$ cat src/rtl/clken_sched_pkg.sv
// Shared types and default constants for the clock-enable scheduler.
package clken_sched_pkg;

    localparam int unsigned NREQ_DEF    = 4;
    localparam int unsigned DIV_MAX_DEF = 19;
    localparam int unsigned CNTW_DEF    = 8;

    typedef enum logic [1:0] {
        IDLE = 2'd0,
        RUN  = 2'd1,
        FIN  = 2'd2
    } sched_state_t;

endpackage

$ cat src/rtl/clken_sched_if.sv
// Request/grant bundle between requesters (master) and the scheduler (slave).
interface clken_sched_if
    import clken_sched_pkg::*;
#(
    parameter int unsigned NREQ = NREQ_DEF,
    parameter int unsigned CNTW = CNTW_DEF
);

    logic [NREQ-1:0]      req;
    logic [NREQ*CNTW-1:0] req_len;
    logic [NREQ-1:0]      gnt;
    logic                 tick_en;
    logic [NREQ-1:0]      done;
    logic                 busy;

    modport master (output req, output req_len, input gnt, input tick_en, input done, input busy);
    modport slave  (input req, input req_len, output gnt, output tick_en, output done, output busy);

endinterface

$ cat src/rtl/clken_sched_rr_pick.sv
// Combinational round-robin selector: first set request above ptr, wrapping.
module rr_pick
    import clken_sched_pkg::*;
#(
    parameter  int unsigned NREQ = NREQ_DEF,
    localparam int unsigned PW   = $clog2(NREQ)
) (
    input  logic [NREQ-1:0] req,
    input  logic [PW-1:0]   ptr,
    output logic [NREQ-1:0] win,
    output logic            any
);

    logic          found;
    logic [PW-1:0] idx;

    always_comb begin
        win   = '0;
        found = 1'b0;
        idx   = '0;
        for (int unsigned k = 1; k <= NREQ; k++) begin
            idx = PW'((32'(ptr) + k) % NREQ);
            if (!found && req[idx]) begin
                win[idx] = 1'b1;
                found    = 1'b1;
            end
        end
    end

    assign any = |req;

endmodule

$ cat src/rtl/clken_sched.sv
// Round-robin owner of a shared divided clock-enable; emits len ticks per grant,
// then pulses done for that owner.
module clken_sched
    import clken_sched_pkg::*;
#(
    parameter int unsigned NREQ    = NREQ_DEF,
    parameter int unsigned DIV_MAX = DIV_MAX_DEF,
    parameter int unsigned CNTW    = CNTW_DEF
) (
    input  logic         clk,
    input  logic         rst_n,
    clken_sched_if.slave bus
);

    localparam int unsigned PW = $clog2(NREQ);
    localparam int unsigned DW = (DIV_MAX > 0) ? $clog2(DIV_MAX + 1) : 1;

    sched_state_t    state_q, state_d;
    logic [DW-1:0]   divcnt_q, divcnt_d;
    logic [CNTW-1:0] tickcnt_q, tickcnt_d;
    logic [CNTW-1:0] len_q, len_d;
    logic [PW-1:0]   ptr_q, ptr_d;
    logic            last_q, last_d;
    logic [NREQ-1:0] gnt_q, gnt_d;
    logic [NREQ-1:0] done_q, done_d;
    logic            tick_en_q, tick_en_d;
    logic            busy_q, busy_d;

    logic [NREQ-1:0] win;
    logic            any;
    logic [PW-1:0]   win_idx;
    logic [CNTW-1:0] win_len;
    logic            div_wrap;
    logic            owner_req;

    rr_pick #(.NREQ(NREQ)) u_pick (
        .req (bus.req),
        .ptr (ptr_q),
        .win (win),
        .any (any)
    );

    // Winner index and its requested burst length
    always_comb begin
        win_idx = '0;
        win_len = '0;
        for (int unsigned i = 0; i < NREQ; i++) begin
            if (win[i]) begin
                win_idx = PW'(i);
                win_len = bus.req_len[i*CNTW +: CNTW];
            end
        end
    end

    assign div_wrap  = (divcnt_q == DW'(DIV_MAX));
    assign owner_req = |(bus.req & gnt_q);

    // last_q marks the cycle whose end hands over to FIN (last tick, or zero length)
    always_comb begin
        state_d   = state_q;
        divcnt_d  = divcnt_q;
        tickcnt_d = tickcnt_q;
        len_d     = len_q;
        ptr_d     = ptr_q;
        last_d    = 1'b0;
        gnt_d     = gnt_q;
        done_d    = '0;
        tick_en_d = 1'b0;
        busy_d    = busy_q;

        case (state_q)
            IDLE: begin
                gnt_d  = '0;
                busy_d = 1'b0;
                if (any) begin
                    state_d   = RUN;
                    gnt_d     = win;
                    busy_d    = 1'b1;
                    ptr_d     = win_idx;
                    len_d     = win_len;
                    divcnt_d  = '0;
                    tickcnt_d = '0;
                end
            end
            RUN: begin
                if (!owner_req) begin
                    state_d = IDLE;
                    gnt_d   = '0;
                    busy_d  = 1'b0;
                end else if (last_q) begin
                    state_d = FIN;
                    gnt_d   = '0;
                    busy_d  = 1'b0;
                    done_d  = gnt_q;
                end else begin
                    divcnt_d = div_wrap ? '0 : divcnt_q + DW'(1);
                    if (tick_en_q) begin
                        tickcnt_d = tickcnt_q + CNTW'(1);
                    end
                    tick_en_d = div_wrap && (len_q != '0);
                    last_d    = (len_q == '0) ||
                                (div_wrap && ((tickcnt_d + CNTW'(1)) == len_q));
                end
            end
            FIN: begin
                state_d = IDLE;
                gnt_d   = '0;
                busy_d  = 1'b0;
            end
            default: begin
                state_d = IDLE;
                gnt_d   = '0;
                busy_d  = 1'b0;
            end
        endcase
    end

    always_ff @(posedge clk or negedge rst_n) begin
        if (!rst_n) begin
            state_q   <= IDLE;
            divcnt_q  <= '0;
            tickcnt_q <= '0;
            len_q     <= '0;
            ptr_q     <= PW'(NREQ - 1);
            last_q    <= 1'b0;
            gnt_q     <= '0;
            done_q    <= '0;
            tick_en_q <= 1'b0;
            busy_q    <= 1'b0;
        end else begin
            state_q   <= state_d;
            divcnt_q  <= divcnt_d;
            tickcnt_q <= tickcnt_d;
            len_q     <= len_d;
            ptr_q     <= ptr_d;
            last_q    <= last_d;
            gnt_q     <= gnt_d;
            done_q    <= done_d;
            tick_en_q <= tick_en_d;
            busy_q    <= busy_d;
        end
    end

    assign bus.gnt     = gnt_q;
    assign bus.done    = done_q;
    assign bus.tick_en = tick_en_q;
    assign bus.busy    = busy_q;

endmodule

$ cat src/flat_wrapper.sv
// flat-port wrapper written by rule: the top's interface ports become plain ports
module clken_sched_flat import clken_sched_pkg::*;
#(
    parameter int unsigned NREQ    = NREQ_DEF,
    parameter int unsigned DIV_MAX = DIV_MAX_DEF,
    parameter int unsigned CNTW    = CNTW_DEF
)
  (clk, rst_n, bus_req, bus_req_len, bus_gnt, bus_tick_en, bus_done, bus_busy);
  clken_sched_if #(.NREQ(NREQ), .CNTW(CNTW)) bus_i ();
  input  logic clk;
  input  logic rst_n;
  input wire logic [$bits(bus_i.req)-1:0] bus_req;
  input wire logic [$bits(bus_i.req_len)-1:0] bus_req_len;
  output wire logic [$bits(bus_i.gnt)-1:0] bus_gnt;
  output wire logic [$bits(bus_i.tick_en)-1:0] bus_tick_en;
  output wire logic [$bits(bus_i.done)-1:0] bus_done;
  output wire logic [$bits(bus_i.busy)-1:0] bus_busy;
  assign bus_i.req = bus_req;
  assign bus_i.req_len = bus_req_len;
  assign bus_gnt = bus_i.gnt;
  assign bus_tick_en = bus_i.tick_en;
  assign bus_done = bus_i.done;
  assign bus_busy = bus_i.busy;
  clken_sched #(.NREQ(NREQ), .DIV_MAX(DIV_MAX), .CNTW(CNTW)) u_core (.clk(clk), .rst_n(rst_n), .bus(bus_i));
endmodule
$ cat config.mk
export PLATFORM = sky130hd
export DESIGN_NAME = clken_sched_flat
export DESIGN_NICKNAME = d
export VERILOG_FILES = /design/src/rtl/clken_sched_pkg.sv /design/src/rtl/clken_sched_if.sv /design/src/rtl/clken_sched_rr_pick.sv /design/src/rtl/clken_sched.sv /design/src/flat_wrapper.sv
export SDC_FILE = /design/constraint.sdc
export NUM_CORES = 1
export LEC_CHECK = 0
export CAP_MARGIN = 20
export CORE_MARGIN = 1
export CORE_UTILIZATION = 50
export DETAILED_ROUTE_END_ITERATION = 8
export PLACE_DENSITY = 0.81
export SYNTH_ARGS = -nofsm -noshare
export SYNTH_HDL_FRONTEND = slang
export SYNTH_HIERARCHICAL = 1
export SYNTH_SLANG_ARGS = --single-unit
$ cat constraint.sdc
create_clock -name clk -period 3.4 [get_ports clk]
set_input_delay 0.68 -clock clk [delete_from_list [all_inputs] [get_ports clk]]
set_output_delay 0.68 -clock clk [all_outputs]
set_load 0.01 [all_outputs]
==> After elaboration in Yosys (flattened, before gate mapping) <==
Index checks and enable logic that the tools add are counted.
{ "totals": {"ff_bits": 36, "word_cells": 122} }
{ "classes": {"addsub": 7, "magnitude_cmp": 8, "n_eq_ne": 7, "mux": 64, "n_bitwise": 4, "n_reduce_logical": 22} }
{ "op_table": {"columns": ["cell", "count"], "rows": [
  ["two-way mux 8 bit", 11],
  ["two-way mux 4 bit", 10],
  ["two-way mux 1 bit", 21],
  ["two-way mux 5 bit", 4],
  ["adder 8 x 1 -> 8 bit (second input constant)", 2],
  ["case mux 8 bit (2 select lines)", 1],
  ["< comparator 2 x 3 -> 1 bit (second input constant)", 4],
  ["OR 4 bit", 3],
  ["two-way mux 2 bit", 5],
  ["case mux 5 bit (2 select lines)", 1],
  ["logical AND 1 bit", 9],
  ["binary-select mux 1 bit (select 2 bit)", 4],
  ["demux 1 bit (select 2 bit)", 4],
  ["equality test 8 bit", 1],
  ["greater-or-equal comparator 2 x 1 -> 1 bit (second input constant)", 4],
  ["logical NOT 8 bit", 1],
  ["case mux 4 bit (2 select lines)", 1],
  ["nonzero test 8 bit", 1],
  ["OR reduction 4 bit", 2],
  ["adder 5 x 1 -> 5 bit (second input constant)", 1],
  ["equality test 5 bit (second input constant)", 1],
  ["adder 2 x 1 -> 2 bit (second input constant)", 2],
  ["adder 2 bit (second input constant)", 2],
  ["bitwise AND 4 bit", 1],
  ["other kinds (12)", 16]
]} }

==> Depth between registers and ports, before layout <==
Gate-level depths: netlist of run 1.
{ "depth": {"depth_word": 17, "depth_mapped": 13} }

==> By module <==
Netlist of run 1, hierarchy kept.
{ "modules_own_cells": {"columns": ["module", "n_inst", "cells_per_inst", "area_each_um2", "seq_area_each_um2"], "rows": [
  ["clken_sched", 1, 225, 2139.6, 903.4],
  ["rr_pick", 1, 39, 365.4, 0.0]
]} }

==> Worst setup path before layout of run 1 <==
Ideal clock, no wire load.
{ "synth_timing": {"kind": "register to register", "startpoint": "register u_core.ptr_q[0]", "endpoint": "register u_core.len_q[3]", "arrival_time_ps": 2953, "required_time_ps": 3266, "slack_ps": 313, "stages_incl_launch_ff": 12, "path_buffers": 2, "cell_sequence": "dfstp_2 > inv_1 > ha_1 > mux4_1 > nor4b_4 > nand2_1 > o211ai_1 > clkbuf_1 > clkbuf_1 > o21ai_0 > nand2_1 > o21ai_0"} }
{ "synth_via": {"elab_cells_between_ends": 52} }
{ "synth_lines": {"columns": ["item", "line", "source"], "rows": [
  ["from (decl)", "clken_sched.sv:22", "logic [PW-1:0] ptr_q, ptr_d;"],
  ["from (signal assigned)", "clken_sched.sv:124", "ptr_q <= PW'(NREQ - 1);"],
  ["from (signal assigned)", "clken_sched.sv:135", "ptr_q <= ptr_d;"],
  ["branches (longest 12 deep; another with < comparator 2 x 3 -> 1 bit)", null, null],
  ["two-way mux 4 bit (*)", "clken_sched_rr_pick.sv:23", "if (!found && req[idx]) begin"],
  ["named net u_core.win[3]", "clken_sched.sv:29", "logic [NREQ-1:0] win;"],
  ["two-way mux 8 bit (*)", "clken_sched.sv:48", "if (win[i]) begin"],
  ["to (signal assigned)", "clken_sched.sv:134", "len_q <= len_d;"],
  ["to (decl)", "clken_sched.sv:21", "logic [CNTW-1:0] len_q, len_d;"]
]} }
Mark *: on every way through the listed nets, which the timed path passes. The select of a mux whose other input is x is not followed.
A chain may end at the register's enable or synchronous reset.

==> Worst setup path after layout of run 1 <==
{ "layout_timing": {"startpoint": "register u_core.ptr_q[0]", "endpoint": "register u_core.len_q[6]"} }
{ "layout_via": {"elab_cells_between_ends": 52} }
{ "layout_lines": {"columns": ["item", "line"], "rows": [
  ["branches (longest 12 deep; another with < comparator 2 x 3 -> 1 bit)", null],
  ["two-way mux 4 bit (*)", "clken_sched_rr_pick.sv:23"],
  ["named net u_core.win[2]", "clken_sched.sv:29"],
  ["two-way mux 8 bit (*) (2 in a row)", "clken_sched.sv:48"]
]} }
Marks and branches as above.

==> flow_metrics.py, run 1 <==
metrics = {
    "finish": {
        "fill_cells": 398,
        "multi_input_comb_area_um2": 1484,
        "insertedDiodeCount": 0,
        "regArea_um2": 903.4,
        "nNetsFinal": 366,
        "drive_above_1_share_pct": 9.748,
        "area_growth_pct": 27.12,
    },
    "min_path": {
        "holdPathEnd": "u_core/bus.busy",
        "hold_start": "u_core/bus.busy",
        "hp-class": "reg2reg",
        "hold_path_depth": 1,
    },
    "logic_synthesis": {
        "syn-instance-count": 264,
        "synth_top_area_cell": "dfrtp_1",
        "syn_avg_cell_area_um2": 9.488,
        "synth.area.top_cells": "dfrtp_1, ha_1, nor2_1",
        "synth-edff-count": 0,
        "synth.distinct_cells": 54,
        "yosysMostFrequentCell": "dfrtp_1",
        "synthesis.nets": 313,
        "yosysWarnings": 6,
        "ys_seq_area_share_pct": 36.06,
        "yosys.area.top_type_share_pct": 33.97,
        "async_flop_share_pct": 100.0,
        "ys_top_cells_by_count": "dfrtp_1, nor2_1, nand2_1, o21ai_0, a21oi_1",
        "synth-seq-cells": 36,
        "synth-main-ff-cell": "dfrtp_1",
        "synth_area_um2": 2505,
    },
    "floorplan": {
        "io-pin-count": 48,
        "core_area_um2": 4786,
        "initial_core_util_pct": 52.34,
        "dieArea_um2": 5297,
        "fp.dieW_um": 72.78,
        "die_y_um": 72.78,
        "rows": 25,
    },
    "route": {
        "num_vias": 2155,
        "drtPass1Iterations": 4,
        "route.detailed.drc": 0,
        "ant_nets": 0,
        "drt_iter0_drc": 165,
        "post_drt_wl_per_cell_um": 14.79,
        "wl_um": 5693,
        "viasPerCell": 5.597,
    },
    "setup_path": {
        "cpLargestDelayFamily": "compound AO/OA/AOI/OAI gates",
        "criticalPathCategory": "reg2reg",
        "crit_fanout": 8,
        "slowest_stage": "mux4_1",
        "reg2reg_to": "u_core/len_q[6]",
        "cp-end-kind": "register",
        "r2r_slack_ns": 0.30,
        "crit_chain": "inv_1 -> ha_1 -> mux4_1 -> nor4b_4 -> nand2_1 -> o211ai_1 -> nor2b_1 -> buf_4 -> a22oi_1 -> nor2_1 -> a221oi_1 -> a21oi_1",
        "ff2ff_path_depth": 12,
        "start_kind": "register",
        "max_stage_delay_ns": 0.63,
        "required_ns": 3.56,
        "timing.critical_path.buf_inv": 2,
        "arrival_ns": 3.26,
        "r2r_start": "u_core/ptr_q[0]",
    },
    "sta": {
        "fmax_mhz": 322.9,
        "fin_crit_ns": 3.097,
        "tightest_slew_ns": 0.4969,
        "slew_violations": 0,
        "hold_viol": 0,
        "final.period_utilization_pct": 91.09,
        "tns_ns": 0,
        "finClkSkew_ns": 0.004579,
        "setup_viol": 0,
        "rsz0062_at_grt": "false",
        "relSlewSlack_pct": 66.60,
    },
    "grt": {
        "grt_start_max_net_pins": 37,
        "grt_usage_pct": 23.64,
        "antenna_found_initial": 0,
        "grt_first_pass_wirelength_um": 9784,
        "grt_pass1_vias": 2061,
        "grt-ovfl-total": 0,
    },
    "place": {
        "hpwl_um": 4207,
        "place_congestion": 0.7976,
        "portBuffers": 47,
    },
    "clocking": {
        "clk_pin_slew_ns": 0.07,
        "ctsHoldBuffers": 0,
        "cts_htree_levels": 2,
        "clock_latency_ns": 0.29,
        "cts_root_buffer": "clkbuf_8",
        "cts_tree": "done",
        "numCtsBuffers": 5,
        "cts_sinks": 36,
        "post_cts_resized": 0,
        "clock_path_buffers": 2,
        "postCtsSetupRepairBufs": 0,
    },
    "run_status": {
        "status": "finished clean",
    },
    "power_and_ir_drop": {
        "ir_worst_vdd_uv": 440.7,
        "p_per_area_nw_per_um2": 754.6,
        "power.total_mw": 2.403,
        "p_leak_nw": 1.328,
    },
    "flow_run": {
        "maxCapViolations": 0,
    },
}
worst reg2reg max path, delay by kind of cell (launching register included):
kind,cells,cell delay (ns)
AO/OA/AOI/OAI,4,0.65
adder cells (fa/ha/maj),1,0.34
buffers and inverters,2,0.26
flip-flops,1,0.54
multiplexers,1,0.63
AND/OR/NAND/NOR,4,0.56
cell type report:
cell class / instances / share of cell area [%]
inverter: 12 / 1.415
tap: 67 / 2.633
multi-input combinational: 203 / 46.60
clock buffer: 6 / 2.279
clock inverter: 2 / 1.100
sequential: 36 / 28.37
timing repair buffer: 59 / 17.60
per-stage QoR:
| stage | area (µm²) | util (%) | hold slack, ns | setup slack (ns) | cells |
|---|---|---|---|---|---|
| finish | 3184 | 66.54 | 0.5051 | 0.3028 | 385 |
| CTS | 3184 | 66.54 | 0.5086 | 0.3107 | 385 |
| global route | 3184 | 66.54 | 0.5345 | 0.05291 | 385 |
| detailed placement | 3077 | 64.29 | 0.4927 | 0.07340 | 377 |
| global placement | 3077 | 64.29 | 0.4801 | 0.1447 | 377 |
| floorplan | 2505 | - | 0.3844 | 0.3130 | 264 |
per-layer routing:
metal / vias to the layer above / GRT usage (%) / wire [µm]
met5: - / 0 / 0
met3: 6 / 3.729 / 161
li1: 1089 / - / -
met2: 42 / 39.15 / 2779
met1: 1018 / 32.71 / 2704
met4: 0 / 5.447 / 48
logic make-up after synthesis:
| family | count (synthesis) | share of synthesized area, % |
|---|---|---|
| AO/OA/AOI/OAI | 79 | 21.33 |
| AND/OR/NAND/NOR | 92 | 21.08 |
| flip-flops | 36 | 36.06 |
| multiplexers | 5 | 4.345 |
| adder cells (fa/ha/maj) | 11 | 5.494 |
| buffers and inverters | 25 | 4.695 |
| XOR/XNOR | 16 | 6.993 |
layout by cell type, fill, tap and decap left out, drive strengths merged, types with 3 or more instances in the layout:
master	instances
a221oi	7
nor3b	5
buf	12
or4	4
a21oi	14
nand2	21
nor4b	3
o31ai	5
xor2	5
dfrtp	34
and4	3
nand2b	3
a22o	6
o211ai	6
mux4	4
clkdlybuf4s50	47
nor2	27
nand3b	4
ha	11
xnor2	9
inv	12
a21o	4
a22oi	11
and2	5
clkbuf	6
nand4	3
o21ai	17
nor3	4
worst max-delay path by stage:
stage / from / to / slack (ns) / depth (start not counted)
detailed placement: bus_req[2] / u_core/len_q[6] / 0.07 / 11
CTS: u_core/ptr_q[0] / u_core/len_q[6] / 0.31 / 12
global placement: bus_req[2] / u_core/len_q[6] / 0.14 / 11
finish: u_core/ptr_q[0] / u_core/len_q[6] / 0.30 / 12
global route: u_core/ptr_q[0] / u_core/len_q[6] / 0.05 / 12
floorplan: u_core/ptr_q[0] / u_core/len_q[3] / 0.31 / 11
registers in the layout, indices dropped and copies added (netlist names):
| name | flops |
|---|---|
| u_core/bus.tick_en | 1 |
| u_core/bus.busy | 1 |
| u_core/bus.done | 4 |
| u_core/tickcnt_q | 8 |
| u_core/state_q | 2 |
| u_core/len_q | 8 |
| u_core/divcnt_q | 5 |
| u_core/bus.gnt | 4 |
| u_core/last_q | 1 |
| u_core/ptr_q | 2 |
report_power, final:
part | leakage, nW | total, mW | internal (mW) | switching, mW
combinational | 0.801 | 1.39 | 0.641 | 0.751
sequential | 0.471 | 0.641 | 0.547 | 0.0937
clock | 0.0552 | 0.369 | 0.218 | 0.152
Note: power is estimated with default switching activity, not from simulation.
==> run 2: changes to the inputs <==
--- a/config.mk
+++ b/config.mk
@@ -8,6 +8,7 @@
 export CAP_MARGIN = 20
 export CORE_MARGIN = 1
 export CORE_UTILIZATION = 50
+export CTS_CLUSTER_DIAMETER = 100
 export DETAILED_ROUTE_END_ITERATION = 8
 export PLACE_DENSITY = 0.81
 export SYNTH_ARGS = -nofsm -noshare
==> results of run 2 <==
Final layout, timing and power as in run 1 (identical DEF).
==> run 3: changes to the inputs <==
--- a/config.mk
+++ b/config.mk
@@ -5,6 +5,7 @@
 export SDC_FILE = /design/constraint.sdc
 export NUM_CORES = 1
 export LEC_CHECK = 0
+export ABC_AREA = 1
 export CAP_MARGIN = 20
 export CORE_MARGIN = 1
 export CORE_UTILIZATION = 50
==> flow_metrics.py, run 3 <==
metrics = {
    "run_status": {
        "status": "complete, but fails checks",
        "violations": "design-rule violations",
    },
    "setup_path": {
        "required_ns": 3.61,
        "start_kind": "register",
        "slowest_stage": "dfstp_2",
        "cp-end-kind": "register",
        "criticalPathCategory": "reg2reg",
        "crit_fanout": 12,
        "arrival_ns": 3.17,
        "max_stage_delay_ns": 0.68,
        "crit_chain": "inv_2 -> ha_1 -> inv_1 -> nand3_2 -> nand2_4 -> nand2_4 -> inv_2 -> nand3_1 -> nand3_1 -> nor2_1 -> nand4_1 -> a32oi_1",
    },
    "clocking": {
        "cts_root_buffer": "clkbuf_8",
        "numCtsBuffers": 5,
        "clock_latency_ns": 0.29,
        "cts_tree": "done",
        "postCtsSetupRepairBufs": 0,
        "cts_sinks": 36,
        "clock_path_buffers": 2,
        "ctsHoldBuffers": 0,
        "post_cts_resized": 0,
        "clk_pin_slew_ns": 0.07,
        "cts_htree_levels": 2,
    },
    "finish": {
        "nNetsFinal": 469,
        "layout_top_registers": "u_core/len_q: 8 flops, u_core/tickcnt_q: 8 flops, u_core/divcnt_q: 5 flops",
        "drive_above_1_share_pct": 11.64,
        "final_cell_mix": "nand2_1, clkdlybuf4s50_1, nand3_1",
        "area_growth_pct": 26.11,
        "stdcell_count": 491,
        "final_common_cell": "nand2_1",
        "final_core_util_pct": 65.31,
        "regArea_um2": 903.4,
        "fill_cells": 454,
        "multi_input_comb_area_um2": 1538,
        "insertedDiodeCount": 0,
    },
    "floorplan": {
        "rows": 26,
        "dieArea_um2": 5585,
        "io-pin-count": 48,
        "initial_core_util_pct": 51.79,
        "core_area_um2": 5107,
        "die_y_um": 74.73,
        "fp.dieW_um": 74.73,
    },
    "sta": {
        "fmax_mhz": 337.9,
        "rsz0062_at_grt": "false",
        "hold_viol": 0,
        "tns_ns": 0,
        "final.period_utilization_pct": 87.03,
        "whs_ns": 0.5269,
        "finClkSkew_ns": 0.004781,
        "slew_violations": 0,
        "relSlewSlack_pct": 61.23,
        "setup_viol": 0,
        "fin_crit_ns": 2.959,
        "tightest_slew_ns": 0.5795,
    },
    "logic_synthesis": {
        "syn_avg_cell_area_um2": 7.207,
        "yosysWarnings": 6,
        "synth_top_area_cell": "dfrtp_1",
        "ys_seq_area_share_pct": 34.15,
        "synth.area.top_cells": "dfrtp_1, nand2_1, nand3_1",
        "synthesis.nets": 416,
        "synth_area_um2": 2645,
        "syn-instance-count": 367,
        "yosysMostFrequentCell": "nand2_1",
        "synth-seq-cells": 36,
        "synth-edff-count": 0,
        "yosys.area.top_type_share_pct": 32.17,
        "async_flop_share_pct": 100.0,
        "synth-main-ff-cell": "dfrtp_1",
        "synth.distinct_cells": 37,
        "ys_top_cells_by_count": "nand2_1, nand3_1, inv_1, dfrtp_1, nor2_1",
    },
    "route": {
        "route.detailed.drc": 1,
        "post_drt_wl_per_cell_um": 13.45,
        "num_vias": 2667,
        "drt_iter0_drc": 170,
        "viasPerCell": 5.432,
        "drtPass1Iterations": 7,
        "ant_nets": 0,
        "wl_um": 6602,
    },
    "grt": {
        "grt_pass1_vias": 2491,
        "antenna_found_initial": 0,
        "grt_start_max_net_pins": 37,
        "grt_usage_pct": 25.53,
        "grt_first_pass_wirelength_um": 10820,
        "grt-ovfl-total": 0,
    },
    "place": {
        "hpwl_um": 4992,
        "place_inst": 483,
        "place_congestion": 0.8814,
        "portBuffers": 47,
    },
    "power_and_ir_drop": {
        "p_leak_nw": 1.569,
        "ir_worst_vdd_uv": 586.1,
        "p_per_area_nw_per_um2": 778.3,
        "power.total_mw": 2.596,
    },
    "min_path": {
        "hp-class": "reg2reg",
    },
    "flow_run": {
        "maxCapViolations": 0,
    },
}
## run 3: logic make-up (layout without fill, tap and decap cells)
logic type	after synthesis	count (layout)	synth area share [%]
AO/OA/AOI/OAI	54	54	13.06
XOR/XNOR	3	3	0.9936
adder cells (fa/ha/maj)	11	11	5.203
buffers and inverters	52	106	7.710
flip-flops	36	36	34.15
AND/OR/NAND/NOR	211	211	38.88
## run 3: layout make-up
type	instances	share of cell area [%]
clock buffer	7	2.888
clock inverter	1	0.9002
inverter	46	5.176
multi-input combinational	279	46.10
sequential	36	27.08
tap	70	2.626
timing repair buffer	52	15.23
## run 3: stage by stage
| stage | setup WS [ns] | area [µm²] |
|---|---|---|
| floorplan | 0.8217 | 2645 |
| global placement | 0.6253 | 3209 |
| detailed placement | 0.4658 | 3209 |
| CTS | 0.4543 | 3336 |
| global route | 0.2932 | 3336 |
| finish | 0.4409 | 3336 |
## run 3: power by group
group	internal, mW	switching [mW]	total [mW]
combinational	0.554	0.954	1.51
sequential	0.545	0.124	0.669
clock	0.259	0.160	0.419
total	1.36	1.24	2.60
## run 3: per-layer routing
metal  wire length (µm)  GRT usage, %  vias to the layer above
li1                   -             -                     1336
met1               2920         30.96                     1248
met2               3287         44.64                       68
met3                257         5.221                       15
met4                137         9.644                        0
met5                  0             0                        -
## run 3: final timing paths
| path | endpoint | depth (start not counted) | start | slack, ns |
|---|---|---|---|---|
| min in group asynchronous | u_core/tickcnt_q[4] | 2 | rst_n | 0.80 |
| worst max register to register | u_core/len_q[6] | 12 | u_core/ptr_q[0] | 0.44 |
| worst min-delay path | u_core/bus.busy | 2 | u_core/bus.busy | 0.53 |
| max in group asynchronous | u_core/ptr_q[1] | 2 | rst_n | 2.25 |
| worst max-delay path | u_core/len_q[6] | 12 | u_core/ptr_q[0] | 0.44 |
| worst min register to register | u_core/bus.busy | 2 | u_core/bus.busy | 0.53 |
## run 3: worst max-delay path: cells and delay by family (launching register included)
| kind | cells | cell delay, ns |
|---|---|---|
| buffers and inverters | 3 | 0.29 |
| DFF | 1 | 0.68 |
| AOI/OAI and AO/OA | 1 | 0.26 |
| adders and majority gates | 1 | 0.37 |
| and+or+nand+nor | 7 | 1.26 |
